===== config.mk =====
export PLATFORM = sky130hd
export DESIGN_NAME = bit_rate_meter_mc
export DESIGN_NICKNAME = d
export VERILOG_FILES = /design/src/rtl/bit_rate_meter_pkg.sv /design/src/rtl/bit_rate_meter_ch.sv /design/src/rtl/bit_rate_meter_mc.sv
export SDC_FILE = /design/constraint.sdc
export NUM_CORES = 1
export LEC_CHECK = 0
export ABC_AREA = 1
export CORE_ASPECT_RATIO = 0.75
export CORE_UTILIZATION = 63
export DETAILED_ROUTE_END_ITERATION = 10
export PLACE_DENSITY = 0.91
export SYNTH_ARGS = -nofsm -noshare
export SYNTH_HDL_FRONTEND = slang
export SYNTH_HIERARCHICAL = 1
export SYNTH_SLANG_ARGS = --single-unit

===== constraint.sdc =====
create_clock -name clk_i -period 4 [get_ports clk_i]
set_clock_uncertainty 0.15 [all_clocks]
set_input_delay 0.8 -clock clk_i [delete_from_list [all_inputs] [get_ports clk_i]]
set_output_delay 0.8 -clock clk_i [all_outputs]
set_load 0.01 [all_outputs]

===== src/rtl/bit_rate_meter_pkg.sv =====
// Shared widths and saturating add for the bit-rate meter.
// Optional peak tracking: BIT_RATE_METER_PEAK_EN.
package bit_rate_meter_pkg;

  localparam int CNT_WIDTH_DEF = 32;
  localparam int INC_WIDTH_DEF = 8;
  localparam int SUM_W         = 64;

  typedef logic [SUM_W:0] sat_sum_t;

  // Returns {overflow, sum clamped to w bits}.
  function automatic sat_sum_t sat_add(
    input logic [SUM_W-1:0] acc,
    input logic [SUM_W-1:0] inc,
    input int unsigned      w
  );
    sat_sum_t s;
    sat_sum_t lim;
    sat_sum_t one;
    one = sat_sum_t'(1);
    s   = {1'b0, acc} + {1'b0, inc};
    lim = (one << w) - one;
    if (s > lim) return {1'b1, lim[SUM_W-1:0]};
    return {1'b0, s[SUM_W-1:0]};
  endfunction

endpackage


===== src/rtl/bit_rate_meter_ch.sv =====
// One channel: accumulator, saturation flag, snapshot, optional peak.
// Optional peak tracking: BIT_RATE_METER_PEAK_EN.
module bit_rate_meter_ch
  import bit_rate_meter_pkg::*;
#(
  parameter int INC_WIDTH = INC_WIDTH_DEF,
  parameter int CNT_WIDTH = CNT_WIDTH_DEF
) (
  input  logic                 clk_i,
  input  logic                 a_rst_n_i,
  input  logic                 en_i,
  input  logic                 bnd_i,
  input  logic                 valid_i,
  input  logic [INC_WIDTH-1:0] bits_i,
`ifdef BIT_RATE_METER_PEAK_EN
  input  logic                 peak_clr_i,
  output logic [CNT_WIDTH-1:0] peak_o,
`endif
  output logic [CNT_WIDTH-1:0] rate_o,
  output logic                 sat_o
);

  logic [CNT_WIDTH-1:0] acc;
  logic                 flag;
  logic [INC_WIDTH-1:0] inc;
  sat_sum_t             r;
  logic [CNT_WIDTH-1:0] sum;
  logic                 ovf;
  logic                 unused_hi;

  assign inc       = valid_i ? bits_i : '0;
  assign r         = sat_add(SUM_W'(acc), SUM_W'(inc), CNT_WIDTH);
  assign sum       = r[CNT_WIDTH-1:0];
  assign ovf       = r[SUM_W];
  assign unused_hi = ^r[SUM_W-1:CNT_WIDTH];

  always_ff @(posedge clk_i or negedge a_rst_n_i) begin
    if (!a_rst_n_i) begin
      acc    <= '0;
      flag   <= 1'b0;
      rate_o <= '0;
      sat_o  <= 1'b0;
    end else if (!en_i) begin
      acc  <= '0;
      flag <= 1'b0;
    end else if (bnd_i) begin
      rate_o <= sum;
      sat_o  <= flag | ovf;
      acc    <= '0;
      flag   <= 1'b0;
    end else begin
      acc  <= sum;
      flag <= flag | ovf;
    end
  end

`ifdef BIT_RATE_METER_PEAK_EN
  // A snapshot on the clearing edge wins over the clear.
  always_ff @(posedge clk_i or negedge a_rst_n_i) begin
    if (!a_rst_n_i) begin
      peak_o <= '0;
    end else if (bnd_i) begin
      if (peak_clr_i || sum > peak_o) peak_o <= sum;
    end else if (peak_clr_i) begin
      peak_o <= '0;
    end
  end
`endif

endmodule


===== src/rtl/bit_rate_meter_mc.sv =====
// Multi-channel windowed bit-rate meter; shared window counter.
// Optional peak tracking: BIT_RATE_METER_PEAK_EN.
module bit_rate_meter_mc
  import bit_rate_meter_pkg::*;
#(
  parameter int CLK_MHZ_VAL  = 100,
  parameter int WINDOW_TICKS = CLK_MHZ_VAL * 1000000,
  parameter int CH_NR        = 4,
  parameter int INC_WIDTH    = INC_WIDTH_DEF,
  parameter int CNT_WIDTH    = CNT_WIDTH_DEF
) (
  input  logic                         clk_i,
  input  logic                         a_rst_n_i,
  input  logic                         en_i,
  input  logic [CH_NR-1:0]             beat_valid_i,
  input  logic [CH_NR*INC_WIDTH-1:0]   beat_bits_i,
`ifdef BIT_RATE_METER_PEAK_EN
  input  logic                         peak_clr_i,
  output logic [CH_NR*CNT_WIDTH-1:0]   peak_o,
`endif
  output logic [CH_NR*CNT_WIDTH-1:0]   rate_o,
  output logic                         rate_valid_o,
  output logic [CH_NR-1:0]             sat_o
);

  localparam int CW = $clog2(WINDOW_TICKS);
  localparam logic [CW-1:0] LAST = CW'(WINDOW_TICKS - 1);

  logic [CW-1:0] win_cnt;
  logic          bnd;

  assign bnd = en_i && (win_cnt == LAST);

  always_ff @(posedge clk_i or negedge a_rst_n_i) begin
    if (!a_rst_n_i) begin
      win_cnt      <= '0;
      rate_valid_o <= 1'b0;
    end else begin
      rate_valid_o <= bnd;
      if (!en_i || bnd) win_cnt <= '0;
      else              win_cnt <= win_cnt + CW'(1);
    end
  end

  for (genvar k = 0; k < CH_NR; k++) begin : g_ch
    bit_rate_meter_ch #(
      .INC_WIDTH (INC_WIDTH),
      .CNT_WIDTH (CNT_WIDTH)
    ) u_ch (
      .clk_i      (clk_i),
      .a_rst_n_i  (a_rst_n_i),
      .en_i       (en_i),
      .bnd_i      (bnd),
      .valid_i    (beat_valid_i[k]),
      .bits_i     (beat_bits_i[k*INC_WIDTH +: INC_WIDTH]),
`ifdef BIT_RATE_METER_PEAK_EN
      .peak_clr_i (peak_clr_i),
      .peak_o     (peak_o[k*CNT_WIDTH +: CNT_WIDTH]),
`endif
      .rate_o     (rate_o[k*CNT_WIDTH +: CNT_WIDTH]),
      .sat_o      (sat_o[k])
    );
  end

endmodule


==> results of run 1 <==
==> cell families (layout without fill, tap and decap cells) <==
group,Yosys count,count (layout),share of synthesized area [%]
and+or+nand+nor,1414,1414,36.4
buffers and inverters,402,594,9.58
DFF,292,292,42.8
AOI/OAI and AO/OA,166,166,5.44
xor gates and xnor gates,55,55,2.82
adders and majority gates,37,37,2.89
other,0,1,0
==> area by class of cell <==
| class | instances | share of cell area [%] |
|---|---|---|
| clock inverter | 14 | 0.820 |
| tap | 344 | 2.14 |
| clock buffer | 38 | 4.12 |
| multi-input combinational | 1672 | 40.3 |
| timing repair buffer | 197 | 9.87 |
| antenna | 1 | 0.0124 |
| sequential | 292 | 36.3 |
| inverter | 345 | 6.43 |
==> sequential cells by signal, indices dropped and copies added (netlist names) <==
register and flops:
g_ch.u_ch/rate_o 128, g_ch.u_ch/sat_o 4, win_cnt 27, rate_valid_o 1, g_ch.u_ch/acc 128, g_ch.u_ch/flag 4
==> worst max-delay path, stage by stage (launching register included) <==
cell and delay (ns):
dfrtp_1 0.43, ha_1 0.29, nand3_2 0.17, inv_2 0.06, nand2_2 0.10, inv_1 0.08, nand2_1 0.07, nor3_1 0.07
buf_4 0.17, nor2_1 0.49, clkinv_1 0.86, a21oi_1 0.43
==> per-stage QoR <==
stage | power [W] | cells | util (%)
floorplan | 0.00361 | 2366 | -
global placement | 0.00390 | 2850 | 72.8
CTS | 0.00680 | 2902 | 76.6
finish | 0.00677 | 2903 | 76.6
detailed placement | 0.00394 | 2850 | 72.8
global route | 0.00700 | 2903 | 76.6
==> path summary, 6_finish.rpt <==
path                                         start                      end  depth (start not counted)
hold reg to reg            g_ch[2].u_ch/rate_o[10]  g_ch[2].u_ch/rate_o[10]                          2
min in group clk_i         g_ch[2].u_ch/rate_o[10]  g_ch[2].u_ch/rate_o[10]                          2
setup reg to reg                        win_cnt[0]      g_ch[3].u_ch/acc[0]                         11
setup / recovery                        win_cnt[0]      g_ch[3].u_ch/acc[0]                         11
max in group asynchronous                a_rst_n_i  g_ch[3].u_ch/rate_o[13]                          2
hold / removal                           a_rst_n_i     g_ch[0].u_ch/acc[22]                          1
==> per-layer routing <==
metal	up-vias	global-route usage, %	part of all wire (%)
li1	7718	-	-
met1	7657	52.5	45
met2	755	54.7	44
met3	85	6.31	9.0
met4	0	9.16	2.1
met5	-	0	0
==> synthesized netlist by cell type (23+ instances only) <==
| cell type | count | share of area (%) |
|---|---|---|
| nor2_1 | 239 | 5.3 |
| nand3_2 | 28 | 1.6 |
| nand2_1 | 859 | 19 |
| nand3_1 | 165 | 4.8 |
| a31oi_1 | 50 | 1.8 |
| nor3_1 | 30 | 0.88 |
| clkbuf_1 | 26 | 0.57 |
| inv_1 | 326 | 7.2 |
| nand4_1 | 23 | 0.84 |
| ha_1 | 33 | 2.4 |
| a21oi_1 | 91 | 2.7 |
| xor2_1 | 26 | 1.3 |
| nand3b_1 | 23 | 1.0 |
| xnor2_1 | 29 | 1.5 |
| dfrtp_1 | 292 | 43 |
==> where the power goes <==
group          internal, W  switching, W
Clock              0.00165       0.00120
Combinational     0.000311      0.000492
Sequential         0.00305     0.0000606
==> impl_metrics.ini, run 1 <==
[clock_network]
htree_levels = 1
postCtsHoldBufs = 0
cts.path.max_buffers = 3
clkLatencyLatePin_ns = 0.57
cts-resized-gates = 0
postCtsSetupBuffers = 0
cts_buffers = 29
cts_num_sinks = 292
clk_pin_slew_ns = 0.07
cts_root_buf = clkbuf_16
cts_tree = done

[setup_path]
cp-start-kind = register
ff2ff_setup_slack_ns = 0.48
critPathKind = reg -> reg
endpoint_kind = register
worstPathMaxFanout = 26
critPathRequiredTime_ns = 4.30
crit_arrival_ns = 3.82

[final_layout]
drive_above_1_share_pct = 6.65
multi_input_area_sq_mm = 0.00812
fill_cells = 2026
syn2layout_area_growth_pct = 18.0
design_area_sq_mm = 0.0201
seq_area_sq_mm = 0.00731
layout_common_cells = 859 x nand2_1, 326 x inv_1, 292 x dfrtp_1, 239 x nor2_1, 170 x clkdlybuf4s50_1
nets = 2613
mostFrequentLayoutCell = nand2_1

[route]
routedWlPerCell_um = 17.0
ant_nets = 0
drt_iter0_markers = 1592
viasPerCell = 5.59
drt-total-wl_um = 49400
drc = 0
vias = 16200
firstDrtPassIters = 5

[timing]
finalSetupViolations = 0
fmax_mhz = 284
hold-worst-slack_ns = 0.106
drv_slew = 0
finalHoldViolations = 0
tns_ns = 0
rsz0062_at_grt = no
setup_ws_ns = 0.478
tightest_slew_ns = 0.916
max_slew_margin_pct = 38.6
finalCritPeriodShare_pct = 88.1
finalCriticalPeriod_ns = 3.52

[status]
status = finished clean

[worst_hold_path]
holdCritPathClass = in -> async

[logic_synthesis]
ys_warn_count = 6
synth.distinct_cells = 32
synthesis.area_sq_mm = 0.0171
synth_fp_nets = 2442
synth_seq_area_share_pct = 42.8
synth_ff_type = dfrtp_1
synth_edf_count = 0
async_reset_ff_share_pct = 100
synth_cells = 2366
synth_area_per_cell_sq_um = 7.21
ys_ff_latch = 292

[global_routing]
grt_pass1_vias = 15100
grt_overflow = 0
grt_max_degree = 94
grt_antenna_before_repair = 1
track_usage_pct = 35.7
grt_first_pass_wirelength_um = 77500

[pwr]
pwr_density_cell_mw_per_mm2 = 336
ir_worst_vdd_mv = 0.388
leakage_nw = 10.8

[die]
boundaryPins = 172
dieHeight_um = 145
num_rows = 51
die_x_um = 192
initial_core_util_pct = 64.9
dieArea_sq_mm = 0.0277
core-area_sq_mm = 0.0263

[job]
drv_cap = 0

[place]
gp_congestion = 1.01
io_buffers = 171
place_ws_ns = 0.238
postPlaceCellArea_sq_mm = 0.0191
hpwl_um = 36300
(Power assumes the default switching activity.)
==> run 2, diff against run 1 <==
--- a/config.mk
+++ b/config.mk
@@ -8,7 +8,9 @@
 export ABC_AREA = 1
 export CORE_ASPECT_RATIO = 0.75
 export CORE_UTILIZATION = 63
+export CTS_CLUSTER_SIZE = 30
 export DETAILED_ROUTE_END_ITERATION = 10
+export GPL_TIMING_DRIVEN = 0
 export PLACE_DENSITY = 0.91
 export SYNTH_ARGS = -nofsm -noshare
 export SYNTH_HDL_FRONTEND = slang
==> impl_metrics.ini, run 2 (synthesized netlist as in run 1, its figures left out) <==
[timing]
setup_ws_ns = 0.288
rsz0062_at_grt = no
finalCriticalPeriod_ns = 3.71
fmax_mhz = 269
finalSetupViolations = 0
finalCritPeriodShare_pct = 92.8
hold-worst-slack_ns = 0.0245
drv_slew = 0
max_slew_margin_pct = 51.3
finalHoldViolations = 0
tightest_slew_ns = 0.730

[global_routing]
grt_overflow = 0
track_usage_pct = 37.2
grt_max_degree = 124
grt_antenna_before_repair = 0
grt_pass1_vias = 15500
grt_first_pass_wirelength_um = 80100

[setup_path]
worstPathCellList = clkdlybuf4s50_1 > inv_1 > nor3_4 > nand2_1 > inv_1 > clkbuf_1 > nor2_1 > a31oi_1
worst-path-buf-inv = 4
critPathRequiredTime_ns = 4.32
cp-start-kind = input pin
crit_arrival_ns = 4.04
path_common_cell = inv_1
cp_top_family = buffers and inverters
worstPathMaxFanout = 10
ff2ff_setup_slack_ns = 0.38
endpoint_kind = register
critPathKind = in -> reg
critPathSlowestCell = clkdlybuf4s50_1
slowest_delay_ns = 0.85

[route]
ant_nets = 0
vias = 16500
firstDrtPassIters = 6
drt_iter0_markers = 1712
drt-total-wl_um = 50900
drc = 0
viasPerCell = 5.64
routedWlPerCell_um = 17.4

[clock_network]
clkLatencyLatePin_ns = 0.57
cts_num_sinks = 292
cts.path.max_buffers = 3
cts_tree = done
cts_buffers = 29
clk_pin_slew_ns = 0.07
htree_levels = 1
postCtsSetupBuffers = 0
cts_root_buf = clkbuf_16

[final_layout]
final_util_pct = 77.1
diodes = 0
nets = 2642
top_regs = g_ch.u_ch/acc x128, g_ch.u_ch/rate_o x128, win_cnt x27
syn2layout_area_growth_pct = 18.9
mostFrequentLayoutCell = nand2_1
drive_above_1_share_pct = 6.61
layout_common_cells = 859 x nand2_1, 326 x inv_1, 292 x dfrtp_1, 239 x nor2_1, 166 x clkdlybuf4s50_1

[die]
boundaryPins = 172
die_x_um = 192
dieHeight_um = 145
dieArea_sq_mm = 0.0277
core-area_sq_mm = 0.0263
initial_core_util_pct = 64.9
num_rows = 51

[place]
io_buffers = 167
gp_congestion = 1.02
hpwl_um = 38400
place_ws_ns = -0.364

[status]
status = finished clean

[worst_hold_path]
holdCritPathClass = in -> async

[job]
drv_cap = 0

[pwr]
leakage_nw = 10.8
ir_worst_vdd_mv = 0.353
pwr_density_cell_mw_per_mm2 = 342
==> run 2: cell types whose count changed in the layout (fill, tap and decap cells not counted), moves of 6 or more <==
cell	before	now
buf_4	20	0
clkbuf_1	2	29
buf_12	6	0
buf_2	0	10
buf_1	0	6
buf_6	0	15
==> run 2: per-stage QoR <==
| stage | instances | total power, W | area [sq um] | setup TNS [ns] |
|---|---|---|---|---|
| 6_report | 2931 | 0.00693 | 20300 | 0 |
| 5_1_grt | 2931 | 0.00715 | 20300 | 0 |
| 4_1_cts | 2931 | 0.00695 | 20300 | 0 |
| 3_5_place_dp | 2879 | 0.00393 | 19200 | -22.97 |
| 3_3_place_gp | 2877 | 0.00390 | 19200 | -3185.00 |
| 2_1_floorplan | 2366 | 0.00361 | 17100 | 0 |
==> run 2: repair_timing <==
item                                    4_1_cts  5_1_grt
gates resized for setup                       0        1
endpoints found under the setup margin        0       62
hold buffers                                  0        0
==> run 2: worst paths after layout <==
check / start / to / cells past startpoint
setup / recovery: en_i / g_ch[3].u_ch/rate_o[20] / 8
hold / removal: a_rst_n_i / g_ch[0].u_ch/acc[28] / 1
setup reg to reg: win_cnt[0] / g_ch[3].u_ch/rate_o[20] / 12
hold reg to reg: g_ch[3].u_ch/rate_o[16] / g_ch[3].u_ch/rate_o[16] / 2
max in group asynchronous: a_rst_n_i / g_ch[3].u_ch/sat_o / 2
min in group clk_i: g_ch[3].u_ch/rate_o[16] / g_ch[3].u_ch/rate_o[16] / 2
==> run 2: cell type report <==
class / count / area [sq um]
clock inverter: 14 / 230
sequential: 292 / 7310
timing repair buffer: 169 / 1730
inverter: 345 / 1290
multi-input combinational: 1672 / 8130
tap: 344 / 430
buffer: 57 / 339
clock buffer: 38 / 820
fill: 1932 / 6010
==> run 2: routing by layer <==
metal | share of wire (%) | up-vias | routed length (um) | track usage [%]
met5 | 0 | - | 0 | 0
met4 | 2.5 | 0 | 1290 | 9.12
met3 | 11 | 112 | 5590 | 10.4
met2 | 42 | 808 | 21600 | 55.7
met1 | 44 | 7810 | 22400 | 53.4
li1 | - | 7793 | - | -
==> run 2: power breakdown <==
group	internal [W]	total (W)	switching, W
registers	0.00305	0.00310	0.0000564
clock network	0.00182	0.00303	0.00120
logic	0.000305	0.000796	0.000491
==> run 2: worst reg2reg max path, stage by stage, from the launching register on <==
cell and delay [ns]:
dfrtp_1 0.41, ha_1 0.28, nand3_2 0.17, inv_2 0.10
nand2_2 0.09, inv_1 0.11, nand2_1 0.09, nor3_4 0.49
nand2_1 0.53, inv_1 0.38, clkbuf_1 0.40, nor2_1 0.12
a31oi_1 0.22
==> run 3, diff against run 2 <==
--- a/config.mk
+++ b/config.mk
@@ -11,7 +11,9 @@
 export CTS_CLUSTER_SIZE = 30
 export DETAILED_ROUTE_END_ITERATION = 10
 export GPL_TIMING_DRIVEN = 0
+export MAX_ROUTING_LAYER = met4
 export PLACE_DENSITY = 0.91
+export SKIP_CTS_REPAIR_TIMING = 1
 export SYNTH_ARGS = -nofsm -noshare
 export SYNTH_HDL_FRONTEND = slang
 export SYNTH_HIERARCHICAL = 1
==> impl_metrics.ini, run 3 (synthesized netlist as in run 1, its figures left out) <==
[die]
dieHeight_um = 145
dieArea_sq_mm = 0.0277
initial_core_util_pct = 64.9
core-area_sq_mm = 0.0263
num_rows = 51
die_x_um = 192
boundaryPins = 172

[setup_path]
worstPathMaxFanout = 10
critPathSlowestCell = clkdlybuf4s50_1
worstPathCellList = clkdlybuf4s50_1 > inv_1 > nor3_4 > nand2_1 > inv_1 > buf_1 > a31oi_1
path_common_cell = inv_1
slowest_delay_ns = 0.87
critPathKind = in -> reg
cp-start-kind = input pin
crit_arrival_ns = 3.99
endpoint_kind = register
critPathRequiredTime_ns = 4.28

[timing]
tightest_slew_ns = 0.790
finalCritPeriodShare_pct = 92.7
rsz0062_at_grt = no
finalSetupViolations = 0
tns_ns = 0
fmax_mhz = 270
finalHoldViolations = 0
max_slew_margin_pct = 47.3
setup_ws_ns = 0.292
finalCriticalPeriod_ns = 3.71
drv_slew = 0

[global_routing]
grt_antenna_before_repair = 0
track_usage_pct = 39.9
grt_overflow = 0
grt_max_degree = 114
grt_first_pass_wirelength_um = 82400
grt_pass1_vias = 15600

[final_layout]
fill_cells = 1861
multi_input_area_sq_mm = 0.00813
nets = 2642
layout_common_cells = 859 x nand2_1, 326 x inv_1, 292 x dfrtp_1, 239 x nor2_1, 166 x clkdlybuf4s50_1
diodes = 0
syn2layout_area_growth_pct = 18.9
top_regs = g_ch.u_ch/acc x128, g_ch.u_ch/rate_o x128, win_cnt x27
seq_area_sq_mm = 0.00731
mostFrequentLayoutCell = nand2_1
drive_above_1_share_pct = 6.76

[clock_network]
cts_num_sinks = 292
cts_buffers = 29
htree_levels = 1
cts_tree = done
clk_pin_slew_ns = 0.06
cts.path.max_buffers = 3
cts_root_buf = clkbuf_16
clkLatencyLatePin_ns = 0.59

[place]
gp_congestion = 1.04
hpwl_um = 39600
io_buffers = 167
place_ws_ns = -0.431

[route]
firstDrtPassIters = 7
drt-total-wl_um = 53100
viasPerCell = 5.67
drt_iter0_markers = 1696
ant_nets = 0
vias = 16600
drc = 0
routedWlPerCell_um = 18.1

[pwr]
pwr_density_cell_mw_per_mm2 = 343
leakage_nw = 10.8
ir_worst_vdd_mv = 0.464

[job]
drv_cap = 0

[worst_hold_path]
holdCritPathClass = in -> async

[status]
status = finished clean
[run 3: final cells by class]
class	instances	area share (%)
inverter	345	6.38
clock buffer	36	4.00
sequential	292	36.0
multi-input combinational	1672	40.1
clock inverter	18	1.21
buffer	57	1.67
tap	344	2.12
timing repair buffer	169	8.54
[run 3: worst max-delay path: cells and delay by family]
kind	cells	cell delay (ns)
AND/OR/NAND/NOR	2	1.09
AO/OA/AOI/OAI	1	0.19
buffers and inverters	4	1.89
[run 3: power breakdown]
group / total (W) / switching, W / internal [W]
Clock: 0.00304 / 0.00127 / 0.00177
Combinational: 0.000801 / 0.000496 / 0.000304
Sequential: 0.00311 / 0.0000592 / 0.00305
Total: 0.00695 / 0.00182 / 0.00513
[run 3: metal layers]
| layer | track usage (%) | vias to the layer above | part of all wire [%] |
|---|---|---|---|
| li1 | - | 7793 | - |
| met1 | 56.0 | 7847 | 43 |
| met2 | 58.1 | 866 | 43 |
| met3 | 9.61 | 114 | 11 |
| met4 | 10.4 | 0 | 2.4 |
| met5 | - | - | 0 |
[run 3: final timing paths]
path                                         start                 endpoint  slack, ns  cells after the start
min in group clk_i         g_ch[3].u_ch/rate_o[21]  g_ch[3].u_ch/rate_o[21]       0.33                      2
max reg2reg                             win_cnt[0]   g_ch[3].u_ch/rate_o[2]       0.36                     11
max                                           en_i   g_ch[3].u_ch/rate_o[2]       0.29                      7
min                                      a_rst_n_i     g_ch[0].u_ch/acc[23]       0.05                      1
min reg2reg                g_ch[3].u_ch/rate_o[21]  g_ch[3].u_ch/rate_o[21]       0.33                      2
max in group asynchronous                a_rst_n_i   g_ch[3].u_ch/rate_o[5]       2.22                      3
[run 3: per-stage QoR]
| stage | area (sq um) | power (W) | util, % | hold slack (ns) | cells |
|---|---|---|---|---|---|
| after floorplan | 17100 | 0.00361 | - | 0.320 | 2366 |
| after global placement | 19200 | 0.00390 | 72.9 | 0.311 | 2877 |
| after detailed placement | 19200 | 0.00394 | 73.1 | 0.314 | 2879 |
| after CTS | 20300 | 0.00696 | 77.1 | 0.0847 | 2933 |
| after global routing | 20300 | 0.00716 | 77.2 | 0.116 | 2933 |
| final | 20300 | 0.00695 | 77.2 | 0.0507 | 2933 |
